**config.mk**
```make
export PLATFORM = sky130hd
export DESIGN_NAME = tug_referee
export DESIGN_NICKNAME = d
export VERILOG_FILES = /design/src/rtl/tug_pkg.sv /design/src/rtl/tug_hold_timer.sv /design/src/rtl/tug_referee.sv
export SDC_FILE = /design/constraint.sdc
export NUM_CORES = 1
export LEC_CHECK = 0
export CAP_MARGIN = 15
export CORE_MARGIN = 2
export CORE_UTILIZATION = 35
export DETAILED_ROUTE_END_ITERATION = 10
export HOLD_SLACK_MARGIN = 0.08
export PLACE_DENSITY = 0.65
export SYNTH_ARGS = -nofsm -noshare
export SYNTH_HDL_FRONTEND = slang
export SYNTH_HIERARCHICAL = 1
export SYNTH_SLANG_ARGS = --single-unit
```
**constraint.sdc**
```tcl
create_clock -name clk -period 5.7 [get_ports clk]
set_clock_uncertainty 0.1 [all_clocks]
set_input_delay 1.425 -clock clk [delete_from_list [all_inputs] [get_ports clk]]
set_output_delay 1.425 -clock clk [all_outputs]
set_load 0.005 [all_outputs]
```
**src/rtl/tug_pkg.sv**
```systemverilog
// Shared types and width constants for the tug-of-war referee.
//   state_t : round/match phase (PLAY, HOLD, DONE)
//   POS_W / SCORE_W : width helpers derived from the default parameter set;
//   modules that receive overridden parameters re-derive them locally.
package tug_pkg;

  typedef enum logic [1:0] {
    PLAY,
    HOLD,
    DONE
  } state_t;

  localparam int unsigned DEF_NUM_LIGHTS  = 9;
  localparam int unsigned DEF_WIN_SCORE   = 7;
  localparam int unsigned DEF_HOLD_CYCLES = 50_000_000;

  localparam int unsigned POS_W   = $clog2(DEF_NUM_LIGHTS);
  localparam int unsigned SCORE_W = $clog2(DEF_WIN_SCORE + 1);

endpackage

```
**src/rtl/tug_hold_timer.sv**
```systemverilog
// Post-round freeze timer.
//   clk, reset : system clock, synchronous active-high reset
//   start      : clears the counter (asserted on the round-win edge)
//   run        : counts while high (asserted throughout HOLD)
//   done       : one-cycle pulse during the HOLD_CYCLES-th running cycle
module tug_hold_timer #(
  parameter int unsigned HOLD_CYCLES = 50_000_000
) (
  input  logic clk,
  input  logic reset,
  input  logic start,
  input  logic run,
  output logic done
);

  localparam int unsigned CW = $clog2(HOLD_CYCLES + 1);

  logic [CW-1:0] r_cnt;

  // Counter holds (running cycles - 1), so done lines up with the last HOLD cycle.
  assign done = run && (r_cnt == CW'(HOLD_CYCLES - 1));

  always_ff @(posedge clk) begin
    if (reset || start || done) begin
      r_cnt <= '0;
    end else if (run) begin
      r_cnt <= r_cnt + CW'(1);
    end
  end

endmodule

```
**src/rtl/tug_referee.sv**
```systemverilog
// Tug-of-war referee: moves the playfield light on press pulses, detects
// round wins, keeps both scores and declares the match winner.
//   clk, reset      : system clock, synchronous active-high reset
//   press_l/press_r : single-cycle press pulses (human / cyber)
//   cyber_enable    : high only while a round is live (PLAY)
//   leds            : one-hot light position
//   score_l/score_r : round wins per side
//   round_win_l/r   : one-cycle pulse on a round win
//   match_over      : high once the match is decided (DONE)
//   winner_l        : 1 = human took the match, valid while match_over
module tug_referee
  import tug_pkg::*;
#(
  parameter int unsigned NUM_LIGHTS  = 9,
  parameter int unsigned WIN_SCORE   = 7,
  parameter int unsigned HOLD_CYCLES = 50_000_000
) (
  input  logic                               clk,
  input  logic                               reset,
  input  logic                               press_l,
  input  logic                               press_r,
  output logic                               cyber_enable,
  output logic [NUM_LIGHTS-1:0]              leds,
  output logic [$clog2(WIN_SCORE+1)-1:0]     score_l,
  output logic [$clog2(WIN_SCORE+1)-1:0]     score_r,
  output logic                               round_win_l,
  output logic                               round_win_r,
  output logic                               match_over,
  output logic                               winner_l
);

  localparam int unsigned PW = $clog2(NUM_LIGHTS);
  localparam int unsigned SW = $clog2(WIN_SCORE + 1);
  localparam logic [PW-1:0] CENTER = PW'(NUM_LIGHTS / 2);
  localparam logic [PW-1:0] LAST   = PW'(NUM_LIGHTS - 1);
  localparam logic [SW-1:0] TARGET = SW'(WIN_SCORE);

  state_t        r_state;
  logic [PW-1:0] r_pos;
  logic [SW-1:0] r_score_l;
  logic [SW-1:0] r_score_r;
  logic          r_round_win_l;
  logic          r_round_win_r;
  logic          r_winner_l;

  logic          w_push_l;
  logic          w_push_r;
  logic          w_win_l;
  logic          w_win_r;
  logic          w_hold_done;
  logic [SW-1:0] w_score_l_inc;
  logic [SW-1:0] w_score_r_inc;

  // Simultaneous presses cancel out.
  assign w_push_l      = (r_state == PLAY) && press_l && !press_r;
  assign w_push_r      = (r_state == PLAY) && press_r && !press_l;
  assign w_win_l       = w_push_l && (r_pos == LAST);
  assign w_win_r       = w_push_r && (r_pos == '0);
  assign w_score_l_inc = r_score_l + SW'(1);
  assign w_score_r_inc = r_score_r + SW'(1);

  tug_hold_timer #(
    .HOLD_CYCLES(HOLD_CYCLES)
  ) u_hold_timer (
    .clk  (clk),
    .reset(reset),
    .start(w_win_l || w_win_r),
    .run  (r_state == HOLD),
    .done (w_hold_done)
  );

  always_ff @(posedge clk) begin
    if (reset) begin
      r_state       <= PLAY;
      r_pos         <= CENTER;
      r_score_l     <= '0;
      r_score_r     <= '0;
      r_round_win_l <= 1'b0;
      r_round_win_r <= 1'b0;
      r_winner_l    <= 1'b0;
    end else begin
      r_round_win_l <= 1'b0;
      r_round_win_r <= 1'b0;
      case (r_state)
        PLAY: begin
          if (w_win_l) begin
            r_score_l     <= w_score_l_inc;
            r_round_win_l <= 1'b1;
            if (w_score_l_inc == TARGET) begin
              r_state    <= DONE;
              r_winner_l <= 1'b1;
            end else begin
              r_state <= HOLD;
            end
          end else if (w_win_r) begin
            r_score_r     <= w_score_r_inc;
            r_round_win_r <= 1'b1;
            if (w_score_r_inc == TARGET) begin
              r_state    <= DONE;
              r_winner_l <= 1'b0;
            end else begin
              r_state <= HOLD;
            end
          end else if (w_push_l) begin
            r_pos <= r_pos + PW'(1);
          end else if (w_push_r) begin
            r_pos <= r_pos - PW'(1);
          end
        end
        HOLD: begin
          if (w_hold_done) begin
            r_pos   <= CENTER;
            r_state <= PLAY;
          end
        end
        DONE: begin
        end
        default: r_state <= PLAY;
      endcase
    end
  end

  always_comb begin
    leds = '0;
    for (int unsigned i = 0; i < NUM_LIGHTS; i++) begin
      leds[i] = (r_pos == PW'(i));
    end
  end

  assign cyber_enable = (r_state == PLAY);
  assign match_over   = (r_state == DONE);
  assign score_l      = r_score_l;
  assign score_r      = r_score_r;
  assign round_win_l  = r_round_win_l;
  assign round_win_r  = r_round_win_r;
  assign winner_l     = r_winner_l;

endmodule

```
# --- Word level (Yosys, flattened, before mapping) ---
# Cells that the tools add are included.
# W data, S select, Z words.
totals:
  ff_bits: 41
  in_bits: 4
  output_inout_bits: 20
  elab_cells: 77
op_classes:
  addsub: 5
  eq_ne: 19
  n_mux: 18
  bitwise_logic: 3
  reduce_logical: 24
ops:
  columns: ["op", "count"]
  rows:
  - ["$add A26 B1 Y26 const B", 1]
  - ["$eq A26 B26 Y1 const B", 1]
  - ["$mux W4", 5]
  - ["$eq A4 B3 Y1 const B", 4]
  - ["$mux W2", 5]
  - ["$eq A4 B2 Y1 const B", 2]
  - ["$pmux W4 S2", 1]
  - ["$logic_and A1 B1 Y1", 7]
  - ["$add A3 B1 Y3 const B", 2]
  - ["$eq A3 B3 Y1 const B", 2]
  - ["$mux W1", 6]
  - ["$ne A2 B2 Y1 const B", 3]
  - ["$ne A3 B1 Y1 const B", 2]
  - ["$pmux W2 S3", 1]
  - ["$reduce_and A3 Y1", 2]
  - ["$reduce_bool A2 Y1", 3]
  - ["$reduce_and A5 Y1", 1]
  - ["$add A4 B1 Y4 const B", 1]
  - ["$eq A4 B1 Y1 const B", 1]
  - ["$eq A4 B4 Y1 const B", 1]
  - ["$logic_not A4 Y1", 1]
  - ["$reduce_and A4 Y1", 1]
  - ["$sub A4 B1 Y4 const B", 1]
  - ["$logic_or A1 B1 Y1", 3]
  - ["other kinds (9)", 12]

# --- Logic depth before layout (Yosys ltp) ---
# Gate-level depths: netlist of the first run.
depth:
  word_depth: 8
  ltp_mapped: 10
  mapped_depth_nobuf: 9

# --- By module ---
# The synthesis of the first run kept the hierarchy.
by_module_without_submodules:
  columns: ["module", "instances", "cells_per_inst", "area_each_um2", "seq_area_each_um2"]
  rows:
  - ["tug_hold_timer", 1, 142, 1307.5, 520.5]
  - ["tug_referee", 1, 107, 970.9, 300.3]

# --- Worst setup path before layout of the first run ---
# No wires, ideal clock.
synth_path:
  kind: "input to register"
  from: "input port press_l"
  to: "register u_hold_timer.r_cnt[0]"
  setup_time_ns: 0.118
  arrival_ns: 2.494
  required_ns: 5.482
  slack_ns: 2.988
  stages: 7
  path_buffers: 1
  path_cell_list: "nor4b_4 > nand2_1 > nand2_1 > nor2_1 > o31ai_4 > buf_2 > nor2_1"
synth_between:
  elab_chain_len: 6
  word_cells_on_any_way: 9
  cone_classes: "reduce/logical (9)"
synth_rtl:
  columns: ["element", "line", "source"]
  rows:
  - ["from (decl)", "tug_referee.sv:20", "input logic press_l,"]
  - ["$logic_and A1 B1 Y1 or $logic_not A1 Y1 (tied branches)", "tug_referee.sv:55, tug_referee.sv:56", null]
  - ["$logic_and A1 B1 Y1 (on tied branches)", "tug_referee.sv:55, tug_referee.sv:56", null]
  - ["$logic_and A1 B1 Y1 (on tied branches)", "tug_referee.sv:57, tug_referee.sv:58", null]
  - ["$logic_or A1 B1 Y1 *", "tug_referee.sv:67", ".start(w_win_l || w_win_r),"]
  - ["$logic_or A1 B1 Y1 * (2 in a row)", "tug_hold_timer.sv:24", "if (reset || start || done) begin"]
  - ["to (signal assigned)", "tug_hold_timer.sv:27", "r_cnt <= r_cnt + CW'(1);"]
  - ["to (decl)", "tug_hold_timer.sv:18", "logic [CW-1:0] r_cnt;"]
# Mark *: on every way between the ends. The rest lies on a longest branch, timed or not.
# A chain may end at the register's enable or synchronous reset.

# --- Final worst setup path of the first run ---
layout_path:
  from: "register r_pos[0]"
  to: "output port leds[0]"
layout_between:
  elab_chain_len: 1
layout_rtl:
  columns: ["element", "line", "source"]
  rows:
  - ["from (decl)", "tug_referee.sv:39", "logic [PW-1:0] r_pos;"]
  - ["from (signal assigned)", "tug_referee.sv:105", "r_pos <= r_pos + PW'(1);"]
  - ["from (signal assigned)", "tug_referee.sv:107", "r_pos <= r_pos - PW'(1);"]
  - ["$logic_not A4 Y1", "tug_referee.sv:126", "leds[i] = (r_pos == PW'(i));"]
  - ["to (decl)", "tug_referee.sv:23", "output logic [NUM_LIGHTS-1:0] leds,"]
# No other way between the ends.

==> impl_metrics.csv, run 1 <==
group,metric,value,unit
status,run_status,"completed",
placement,finalWeightedCongestion,0.769,
drt,detail_route.drc_violations,0,
global_route,grt_first_pass_wirelength,7800,µm
hold_path,hold_critical_path_depth,2,
logic_synthesis,synth.cell_area,2280,µm²
sta,maxClockFrequency,0.275,GHz
drt,post_detailed_route_wirelength_per_cell,13.1,µm
floorplan,die_height,84.7,µm
logic_synthesis,yosysSeqAreaShare,36.0,%
drt,antenna_violating_nets_post_route,0,
hold_path,holdCritPathClass,"reg2reg",
sta,slew_headroom,30.2,%
setup_path,worst_path_most_repeated_cell,"sky130_fd_sc_hd__inv_1",
setup_path,critical_path.slowest_cell,"sky130_fd_sc_hd__clkdlybuf4s50_1",
drt,detailroute.via_count,1868,
global_route,antenna_found_initial,0,
clock_network,cts_setup_buffers,0,
pwr,worst_ir_drop_vdd,0.129,mV
clock_network,deepest_level_of_the_cts_h_tree,2,
setup_path,path_buf_inv,3,
setup_path,start_kind,"flop",
logic_synthesis,synth-warning-count,6,
floorplan,floorplan.die_area,7170,µm²
setup_path,reg2reg_depth,6,
sta,maxSlewViolCount,0,
clock_network,clk_transition_reported_paths,0.08,ns
setup_path,critPathKind,"reg2out",
setup_path,worst_ep_required_time,4.18,ns
drt,dr.pass1.iters,4,
pwr,leakage,0.952,nW
floorplan,chipWidth,84.7,µm
sta,timing.final.ws_setup,2.06,ns
global_route,groute.usage.overall,13.3,%
clock_network,cts-buffers-inserted,5,
sta,timing_worst_slew_pin_value,1.05,ns
global_route,grt_start_max_net_pins,26,
logic_synthesis,synth_enable_flop_cells,0,
flow_run,timing.max_cap.violations,0,
clock_network,number_of_sinks_driven_by_the_clock_tree,41,
logic_synthesis,net_count_synth,262,
setup_path,timing.critical_path.max_delay_family,"buffers and inverters",
pwr,power.density,214,nW/µm²
setup_path,arrival,2.11,ns
cells_and_area,diodes,0,
floorplan,rows,29,
drt,initialDrtViolationCount,68,
clock_network,cts_buffer_depth,2,
sta,timing.final.setup_violations,0,
floorplan,io_pins,24,
sta,hold_viol_final,0,
placement,placed_cells_incl_taps,341,
drt,wirelength,4560,µm
cells_and_area,post_route_cells_drive_above_1_share,10.7,%
floorplan,floorplan.core_area,6310,µm²
placement,dp_worst_setup_slack,2.18,ns
logic_synthesis,synth.avg_cell_area,9.15,µm²
setup_path,cp.depth,5,
sta,rsz0062_at_grt,"no",
setup_path,worstPathCellList,"inv_1 > ha_1 > or3b_4 > inv_1 > clkdlybuf4s50_1",
drt,routed_via_density,5.35,
setup_path,worstSetupEndpointType,"primary output",
placement,post-dp-hpwl,3290,µm
floorplan,start_util,36.1,%
cells_and_area,nets,284,
cells_and_area,areaGrowthSynthToFinish,16.0,%
clock_network,tritoncts,"yes",
setup_path,cp_max_fo,6,
sta,period_share,63.9,%
cells_and_area,post_layout_nonfiller_instances,349,
placement,io_buffers,23,
sta,totalNegativeSetupSlack,0,ns
logic_synthesis,synth_cell_type_count,53,
logic_synthesis,synth_async_sr_flop_share,0,%
setup_path,slowest_delay,0.54,ns
logic_synthesis,yosys_register_bits,41,
clock_network,cts_root_buf,"sky130_fd_sc_hd__clkbuf_8",
global_route,grt_overflow_total,0,
clock_network,cts_resized,0,
logic_synthesis,syn_inst,249,
logic_synthesis,ys_dominant_reg_cell,"sky130_fd_sc_hd__dfxtp_1",
clock_network,post_cts_hold_buffer_count,0,
clock_network,worst_skew_pair.late_latency,0.29,ns
global_route,grt_pass1_vias,1700,
sta,period_needed,3.64,ns
cells_and_area,post-route-util,41.9,%
==> power by group <==
part,switching (mW),internal (mW)
clock network,0.101,0.0982
registers,0.00860,0.291
logic,0.0321,0.0349
==> cells in the mapped netlist, types with 7 or more instances <==
cell type / n / area share [%]
sky130_fd_sc_hd__ha_1: 9 / 4.9
sky130_fd_sc_hd__xor2_1: 8 / 3.1
sky130_fd_sc_hd__o31ai_1: 9 / 3.0
sky130_fd_sc_hd__a21oi_1: 15 / 3.3
sky130_fd_sc_hd__and2_1: 8 / 2.2
sky130_fd_sc_hd__xnor2_1: 10 / 3.8
sky130_fd_sc_hd__nand2_1: 12 / 2.0
sky130_fd_sc_hd__nand3_1: 9 / 2.0
sky130_fd_sc_hd__or4_1: 7 / 2.3
sky130_fd_sc_hd__inv_1: 10 / 1.6
sky130_fd_sc_hd__dfxtp_1: 41 / 36
sky130_fd_sc_hd__nor2_1: 28 / 4.6
==> registers in the layout (all words and copies together), names as in the netlist <==
register	cells
r_pos	4
r_state	2
round_win_l	1
round_win_r	1
score_l	3
score_r	3
u_hold_timer/r_cnt	26
winner_l	1
==> kinds of logic (layout without fill, tap and decap cells) <==
family	after synthesis	after routing	share of synthesized area [%]
flip-flops	41	41	36.0
AO/OA/AOI/OAI	46	46	14.1
XOR/XNOR	18	18	6.92
buffers and inverters	18	41	4.17
multiplexers	4	4	1.76
adder cells (fa/ha/maj)	9	9	4.94
AND/OR/NAND/NOR	113	113	32.1
==> layout by cell type, fill, tap and decap left out, types with 6 or more instances in the layout <==
cell / synthesis / final
sky130_fd_sc_hd__nand2_1: 12 / 12
sky130_fd_sc_hd__and2_1: 8 / 8
sky130_fd_sc_hd__dfxtp_1: 41 / 41
sky130_fd_sc_hd__nand4_1: 6 / 6
sky130_fd_sc_hd__xnor2_1: 10 / 10
sky130_fd_sc_hd__or3_1: 6 / 6
sky130_fd_sc_hd__nor2_1: 28 / 28
sky130_fd_sc_hd__xor2_1: 8 / 8
sky130_fd_sc_hd__clkbuf_8: 0 / 6
sky130_fd_sc_hd__clkdlybuf4s50_1: 0 / 23
sky130_fd_sc_hd__o21ai_0: 6 / 6
sky130_fd_sc_hd__inv_1: 10 / 10
sky130_fd_sc_hd__ha_1: 9 / 9
sky130_fd_sc_hd__nand3_1: 9 / 9
sky130_fd_sc_hd__o31ai_1: 9 / 9
sky130_fd_sc_hd__or4_1: 7 / 7
sky130_fd_sc_hd__a21oi_1: 15 / 15
==> metal layers <==
layer	up-vias	part of all wire, %	GRT usage, %
li1	950	-	-
met1	886	47	17.8
met2	28	48	21.3
met3	4	3.9	3.15
met4	0	0.96	4.33
met5	-	0	0
==> stage by stage <==
step                      hold WS, ns  power (mW)  cell area, µm²
after CTS                       0.390       0.574            2640
after floorplan                 0.352       0.349            2280
after detailed placement        0.377       0.374            2550
after global placement          0.371       0.373            2550
after global routing            0.410       0.595            2640
final                           0.388       0.566            2640
==> worst register-to-register path: cells and delay by family (launching register included) <==
| family | cells | cell delay, ns |
|---|---|---|
| and+or+nand+nor | 4 | 1.11 |
| AOI/OAI and AO/OA | 1 | 0.93 |
| DFF | 1 | 0.56 |
| buffers and inverters | 1 | 0.18 |
==> area by class of cell <==
class                           instances  area, µm²
Tap cell                               77       96.3
Clock buffer                            6       82.6
Sequential cell                        41        821
Clock inverter                          2       13.8
Inverter                               10       37.5
Multi-Input combinational cell        190       1360
Timing Repair Buffer                   23        230
Fill cell                             632       3670
==> worst paths after layout <==
| kind | endpoint | slack, ns | from |
|---|---|---|---|
| max | leds[0] | 2.06 | r_pos[0]$_SDFFE_PP0P_ |
| min | u_hold_timer/r_cnt[23]$_SDFFE_PP0P_ | 0.39 | u_hold_timer/r_cnt[23]$_SDFFE_PP0P_ |
| max reg2reg | u_hold_timer/r_cnt[2]$_SDFFE_PP0P_ | 2.66 | r_state[0]$_SDFFE_PP0P_ |
| min reg2reg | u_hold_timer/r_cnt[23]$_SDFFE_PP0P_ | 0.39 | u_hold_timer/r_cnt[23]$_SDFFE_PP0P_ |
(Power assumes the default switching activity.)
==> run 2, diff against run 1 <==
--- a/config.mk
+++ b/config.mk
@@ -10,7 +10,7 @@
 export CORE_UTILIZATION = 35
 export DETAILED_ROUTE_END_ITERATION = 10
 export HOLD_SLACK_MARGIN = 0.08
-export PLACE_DENSITY = 0.65
+export PLACE_DENSITY = 0.67
 export SYNTH_ARGS = -nofsm -noshare
 export SYNTH_HDL_FRONTEND = slang
 export SYNTH_HIERARCHICAL = 1
==> constraint.sdc (replaced) <==
create_clock -name clk -period 3.3 [get_ports clk]
set_clock_uncertainty 0.1 [all_clocks]
set_input_delay 0.825 -clock clk [delete_from_list [all_inputs] [get_ports clk]]
set_output_delay 0.825 -clock clk [all_outputs]
set_load 0.005 [all_outputs]
==> impl_metrics.csv, run 2 (synthesis gave the netlist of run 1 again) <==
group,metric,value,unit
pwr,switchingPower,248,µW
sta,rsz0062_at_grt,"no",
setup_path,worstSetupEndpointType,"primary output",
sta,maxClockFrequency,0.325,GHz
clock_network,cts-buffers-inserted,5,
drt,routed_via_density,5.32,
drt,wirelength,4680,µm
sta,maxSlewViolCount,0,
placement,finalWeightedCongestion,0.783,
setup_path,critPathKind,"reg2out",
cells_and_area,largest_reg_flops,26,
placement,io_buffers,23,
setup_path,timing.critical_path.max_delay_family,"buffers and inverters",
sta,fin_hold_ws,0.398,ns
clock_network,clk_transition_reported_paths,0.08,ns
drt,dr.pass1.iters,5,
setup_path,slowest_delay,0.54,ns
sta,slew_headroom,62.4,%
clock_network,post_cts_hold_buffer_count,0,
clock_network,cts_resized,0,
global_route,grt_overflow_total,0,
setup_path,path_buf_inv,3,
global_route,grt_start_max_net_pins,26,
drt,post_detailed_route_wirelength_per_cell,13.2,µm
drt,initialDrtViolationCount,53,
pwr,power.combinational.fraction,11.3,%
drt,antenna_violating_nets_post_route,0,
clock_network,deepest_level_of_the_cts_h_tree,2,
pwr,switching_share,23.4,%
sta,period_needed,3.08,ns
global_route,grt_first_pass_wirelength,8050,µm
sta,timing.final.setup_violations,0,
cells_and_area,areaGrowthSynthToFinish,18.7,%
pwr,power_report.internal_total,813,µW
pwr,leakage,0.984,nW
cells_and_area,nets,289,
cells_and_area,diodes,0,
clock_network,tritoncts,"yes",
cells_and_area,mostFrequentLayoutCell,"sky130_fd_sc_hd__dfxtp_1",
floorplan,rows,29,
sta,timing_worst_slew_pin_value,0.564,ns
sta,totalNegativeSetupSlack,0,ns
floorplan,start_util,36.1,%
global_route,grt_pass1_vias,1776,
cells_and_area,post_route_cells_drive_above_1_share,12.3,%
floorplan,die_height,84.7,µm
floorplan,floorplan.die_area,7170,µm²
clock_network,cts_setup_buffers,0,
clock_network,number_of_sinks_driven_by_the_clock_tree,41,
flow_run,timing.max_cap.violations,0,
clock_network,cts_buffer_depth,2,
placement,post-dp-hpwl,3410,µm
status,run_status,"completed",
pwr,seq_power_share,48.8,%
setup_path,start_kind,"flop",
cells_and_area,leading_cell_types_in_the_layout_fill_and_taps_excluded,"sky130_fd_sc_hd__dfxtp_1, sky130_fd_sc_hd__nor2_1, sky130_fd_sc_hd__clkdlybuf4s50_1",
floorplan,chipWidth,84.7,µm
cells_and_area,largestRegisters,"u_hold_timer/r_cnt (26), r_pos (4)",
floorplan,floorplan.core_area,6310,µm²
sta,period_share,93.3,%
sta,hold_viol_final,0,
hold_path,holdCritPathClass,"reg2reg",
pwr,clkPwrFrac,39.9,%
setup_path,cp_max_fo,6,
global_route,groute.usage.overall,13.8,%
pwr,power.density,392,nW/µm²
floorplan,io_pins,24,
clock_network,worst_skew_pair.late_latency,0.30,ns
setup_path,arrival,2.15,ns
cells_and_area,largest_register_by_flop_count,"u_hold_timer/r_cnt",
drt,detailroute.via_count,1882,
drt,detail_route.drc_violations,0,
clock_network,cts_root_buf,"sky130_fd_sc_hd__clkbuf_8",
setup_path,worstPathCellList,"inv_1 > ha_1 > or3b_4 > inv_1 > clkdlybuf4s50_1",
pwr,worst_ir_drop_vdd,0.219,mV
global_route,antenna_found_initial,0,
setup_path,worst_ep_required_time,2.37,ns
setup_path,critical_path.slowest_cell,"sky130_fd_sc_hd__clkdlybuf4s50_1",
setup_path,worst_path_most_repeated_cell,"sky130_fd_sc_hd__inv_1",
==> run 2: cell count changes in the layout (fill, tap and decap cells not counted) <==
cell                         previous run  this run
sky130_fd_sc_hd__clkinv_2               1         0
sky130_fd_sc_hd__clkinv_4               1         0
sky130_fd_sc_hd__bufinv_16              0         1
sky130_fd_sc_hd__buf_4                  0         5
sky130_fd_sc_hd__clkinvlp_4             0         1
==> run 2: final timing paths <==
check / from / endpoint / slack, ns / depth (start not counted)
hold reg to reg: u_hold_timer/r_cnt[22]$_SDFFE_PP0P_ / u_hold_timer/r_cnt[22]$_SDFFE_PP0P_ / 0.40 / 2
setup reg to reg: r_state[0]$_SDFFE_PP0P_ / r_pos[2]$_SDFFE_PP1P_ / 0.70 / 10
hold / removal: u_hold_timer/r_cnt[22]$_SDFFE_PP0P_ / u_hold_timer/r_cnt[22]$_SDFFE_PP0P_ / 0.40 / 2
setup / recovery: r_pos[0]$_SDFFE_PP0P_ / leds[0] / 0.22 / 5
==> run 2: area by class of cell <==
class,count,area (µm²)
Timing Repair Buffer,28,268
Clock buffer,6,82.6
Tap cell,77,96.3
Multi-Input combinational cell,190,1360
Inverter,10,37.5
Fill cell,655,3610
Clock inverter,2,37.5
Sequential cell,41,821
==> run 2: tightest hold or removal path: cells and delay by family (launching register included) <==
family          cells  cell delay, ns
flops               1            0.34
compound gates      2            0.12
==> run 2: stage by stage <==
| step | worst slack [ns] | std cells | instance area (µm²) | utilization [%] | power [mW] |
|---|---|---|---|---|---|
| after global routing | 0.119 | 354 | 2710 | 42.8 | 1.11 |
| after detailed placement | 0.551 | 346 | 2580 | 40.9 | 0.651 |
| after CTS | 0.215 | 354 | 2710 | 42.8 | 1.07 |
| after global placement | 0.561 | 346 | 2580 | 40.9 | 0.650 |
| after floorplan | 1.04 | 249 | 2280 | - | 0.603 |
| final | 0.220 | 354 | 2710 | 42.8 | 1.06 |
==> run 2: layer usage <==
layer | global-route usage [%] | wire, µm | vias to the layer above
li1 | - | - | 961
met1 | 16.6 | 2100 | 874
met2 | 23.8 | 2300 | 39
met3 | 4.13 | 217 | 8
met4 | 4.33 | 61 | 0
met5 | 0 | 0 | -
==> run 2: power by group through the flow <==
stage          Combinational, mW  Sequential, mW  Clock (mW)
5_1_grt                    0.135           0.520       0.458
2_1_floorplan             0.0800           0.523           0
6_report                   0.120           0.518       0.423
3_3_place_gp               0.120           0.529           0
4_1_cts                    0.122           0.518       0.434
3_5_place_dp               0.121           0.530           0
==> run 3, diff against run 2 <==
--- a/config.mk
+++ b/config.mk
@@ -10,7 +10,8 @@
 export CORE_UTILIZATION = 35
 export DETAILED_ROUTE_END_ITERATION = 10
 export HOLD_SLACK_MARGIN = 0.08
-export PLACE_DENSITY = 0.67
+export MAX_ROUTING_LAYER = met4
+export PLACE_DENSITY = 0.65
 export SYNTH_ARGS = -nofsm -noshare
 export SYNTH_HDL_FRONTEND = slang
 export SYNTH_HIERARCHICAL = 1
==> constraint.sdc (replaced) <==
create_clock -name clk -period 4 [get_ports clk]
set_clock_uncertainty 0.1 [all_clocks]
set_input_delay 1 -clock clk [delete_from_list [all_inputs] [get_ports clk]]
set_output_delay 1 -clock clk [all_outputs]
set_load 0.005 [all_outputs]
==> impl_metrics.csv, run 3 (synthesis gave the netlist of run 1 again) <==
group,metric,value,unit
setup_path,slowest_delay,0.54,ns
floorplan,die_height,84.7,µm
floorplan,start_util,36.1,%
drt,detail_route.drc_violations,0,
sta,totalNegativeSetupSlack,0,ns
pwr,leakage,0.952,nW
floorplan,rows,29,
global_route,grt_start_max_net_pins,26,
cells_and_area,mostFrequentLayoutCell,"sky130_fd_sc_hd__dfxtp_1",
clock_network,post_cts_hold_buffer_count,0,
clock_network,cts-buffers-inserted,5,
setup_path,critPathKind,"reg2out",
drt,routed_via_density,5.24,
global_route,groute.usage.overall,13.8,%
hold_path,holdCritPathClass,"reg2reg",
floorplan,floorplan.core_area,6310,µm²
pwr,power.combinational.fraction,11.9,%
clock_network,number_of_sinks_driven_by_the_clock_tree,41,
clock_network,cts_buffer_depth,2,
sta,maxSlewViolCount,0,
pwr,clkPwrFrac,35.0,%
drt,wirelength,4560,µm
drt,dr.pass1.iters,4,
clock_network,tritoncts,"yes",
floorplan,chipWidth,84.7,µm
pwr,worst_ir_drop_vdd,0.159,mV
sta,rsz0062_at_grt,"no",
pwr,seq_power_share,53.1,%
global_route,grt_overflow_total,0,
clock_network,cts_resized,0,
drt,detailroute.via_count,1828,
clock_network,worst_skew_pair.late_latency,0.29,ns
clock_network,clk_transition_reported_paths,0.08,ns
flow_run,timing.max_cap.violations,0,
cells_and_area,leading_cell_types_in_the_layout_fill_and_taps_excluded,"sky130_fd_sc_hd__dfxtp_1, sky130_fd_sc_hd__nor2_1, sky130_fd_sc_hd__clkdlybuf4s50_1",
global_route,grt_pass1_vias,1700,
cells_and_area,diodes,0,
global_route,antenna_found_initial,0,
drt,antenna_violating_nets_post_route,0,
pwr,power.density,304,nW/µm²
setup_path,r2r_start,"r_state[0]$_SDFFE_PP0P_",
drt,initialDrtViolationCount,65,
setup_path,worst_ep_required_time,2.90,ns
floorplan,io_pins,24,
sta,timing.final.setup_violations,0,
floorplan,floorplan.die_area,7170,µm²
setup_path,start_kind,"flop",
sta,slew_headroom,29.1,%
placement,finalWeightedCongestion,0.779,
cells_and_area,largest_reg_flops,26,
setup_path,arrival,2.12,ns
sta,timing.final.ws_setup,0.778,ns
setup_path,worst_path_most_repeated_cell,"sky130_fd_sc_hd__inv_1",
setup_path,critical_path.slowest_cell,"sky130_fd_sc_hd__clkdlybuf4s50_1",
clock_network,cts_setup_buffers,0,
clock_network,cts_root_buf,"sky130_fd_sc_hd__clkbuf_8",
cells_and_area,largestRegisters,"u_hold_timer/r_cnt (26), r_pos (4)",
sta,timing_worst_slew_pin_value,1.06,ns
placement,post-dp-hpwl,3250,µm
sta,period_needed,3.22,ns
drt,post_detailed_route_wirelength_per_cell,13.1,µm
placement,io_buffers,23,
status,run_status,"completed",
pwr,design_power_total,805,µW
clock_network,deepest_level_of_the_cts_h_tree,2,
global_route,grt_first_pass_wirelength,7800,µm
pwr,switchingPower,200,µW
pwr,switching_share,24.9,%
hold_path,min_from,"u_hold_timer/r_cnt[23]$_SDFFE_PP0P_",
placement,placed_cells_incl_taps,341,
setup_path,worstSetupEndpointType,"primary output",
sta,maxClockFrequency,0.310,GHz
setup_path,cp_max_fo,6,
sta,hold_viol_final,0,
sta,period_share,80.6,%
placement,dp_worst_setup_slack,0.884,ns
cells_and_area,areaGrowthSynthToFinish,16.0,%
setup_path,worstPathCellList,"inv_1 > ha_1 > or3b_4 > inv_1 > clkdlybuf4s50_1",
cells_and_area,largest_register_by_flop_count,"u_hold_timer/r_cnt",
cells_and_area,post-route-util,41.9,%
pwr,power_report.internal_total,605,µW
cells_and_area,post_layout_nonfiller_instances,349,
cells_and_area,nets,284,
setup_path,launching_instance_or_port_of_the_critical_path,"r_pos[0]$_SDFFE_PP0P_",
cells_and_area,post_route_cells_drive_above_1_share,10.7,%
==> run 3: cell count changes in the layout (fill, tap and decap cells not counted), sizes merged <==
cell and change:
buf -5, clkinv +2, clkinvlp -1, bufinv -1
==> run 3: stage by stage <==
step	instance area [µm²]	hold WS [ns]
2_1_floorplan	2280	0.352
3_3_place_gp	2550	0.371
3_5_place_dp	2550	0.375
4_1_cts	2640	0.388
5_1_grt	2640	0.411
6_report	2640	0.386
==> run 3: final cells by class <==
class | instances | area [µm²]
clock inverters | 2 | 13.8
flip-flops and latches | 41 | 821
clock buffers | 6 | 82.6
inverters | 10 | 37.5
well taps | 77 | 96.3
repair buffers | 23 | 230
multi-input cells | 190 | 1360
fillers | 625 | 3670
==> run 3: path summary, 6_finish.rpt <==
kind                                                       endpoint  slack [ns]  depth (start not counted)
worst max-delay path                                        leds[0]        0.78                          5
worst min-delay path            u_hold_timer/r_cnt[23]$_SDFFE_PP0P_        0.39                          2
worst max register to register   u_hold_timer/r_cnt[5]$_SDFFE_PP0P_        0.92                          6
worst min register to register  u_hold_timer/r_cnt[23]$_SDFFE_PP0P_        0.39                          2
==> run 3: worst max-delay path: cells and delay by family, from the launching register on <==
| family | cells | cell delay [ns] |
|---|---|---|
| buffers and inverters | 3 | 0.80 |
| and+or+nand+nor | 1 | 0.43 |
| DFF | 1 | 0.37 |
| adders and majority gates | 1 | 0.24 |
==> run 3: layer usage <==
layer / vias up / share of wire [%] / global-route usage, %
met5: - / 0 / -
met1: 845 / 49 / 17.8
met3: 5 / 3.3 / 2.95
met2: 25 / 46 / 21.3
met4: 0 / 1.4 / 4.76
li1: 953 / - / -
==> run 3: power groups by stage <==
stage / registers, mW / clock network [mW] / logic, mW
global placement: 0.437 / 0 / 0.0951
finish: 0.427 / 0.281 / 0.0960
global route: 0.429 / 0.312 / 0.107
CTS: 0.428 / 0.296 / 0.0970
floorplan: 0.431 / 0 / 0.0660
detailed placement: 0.437 / 0 / 0.0967
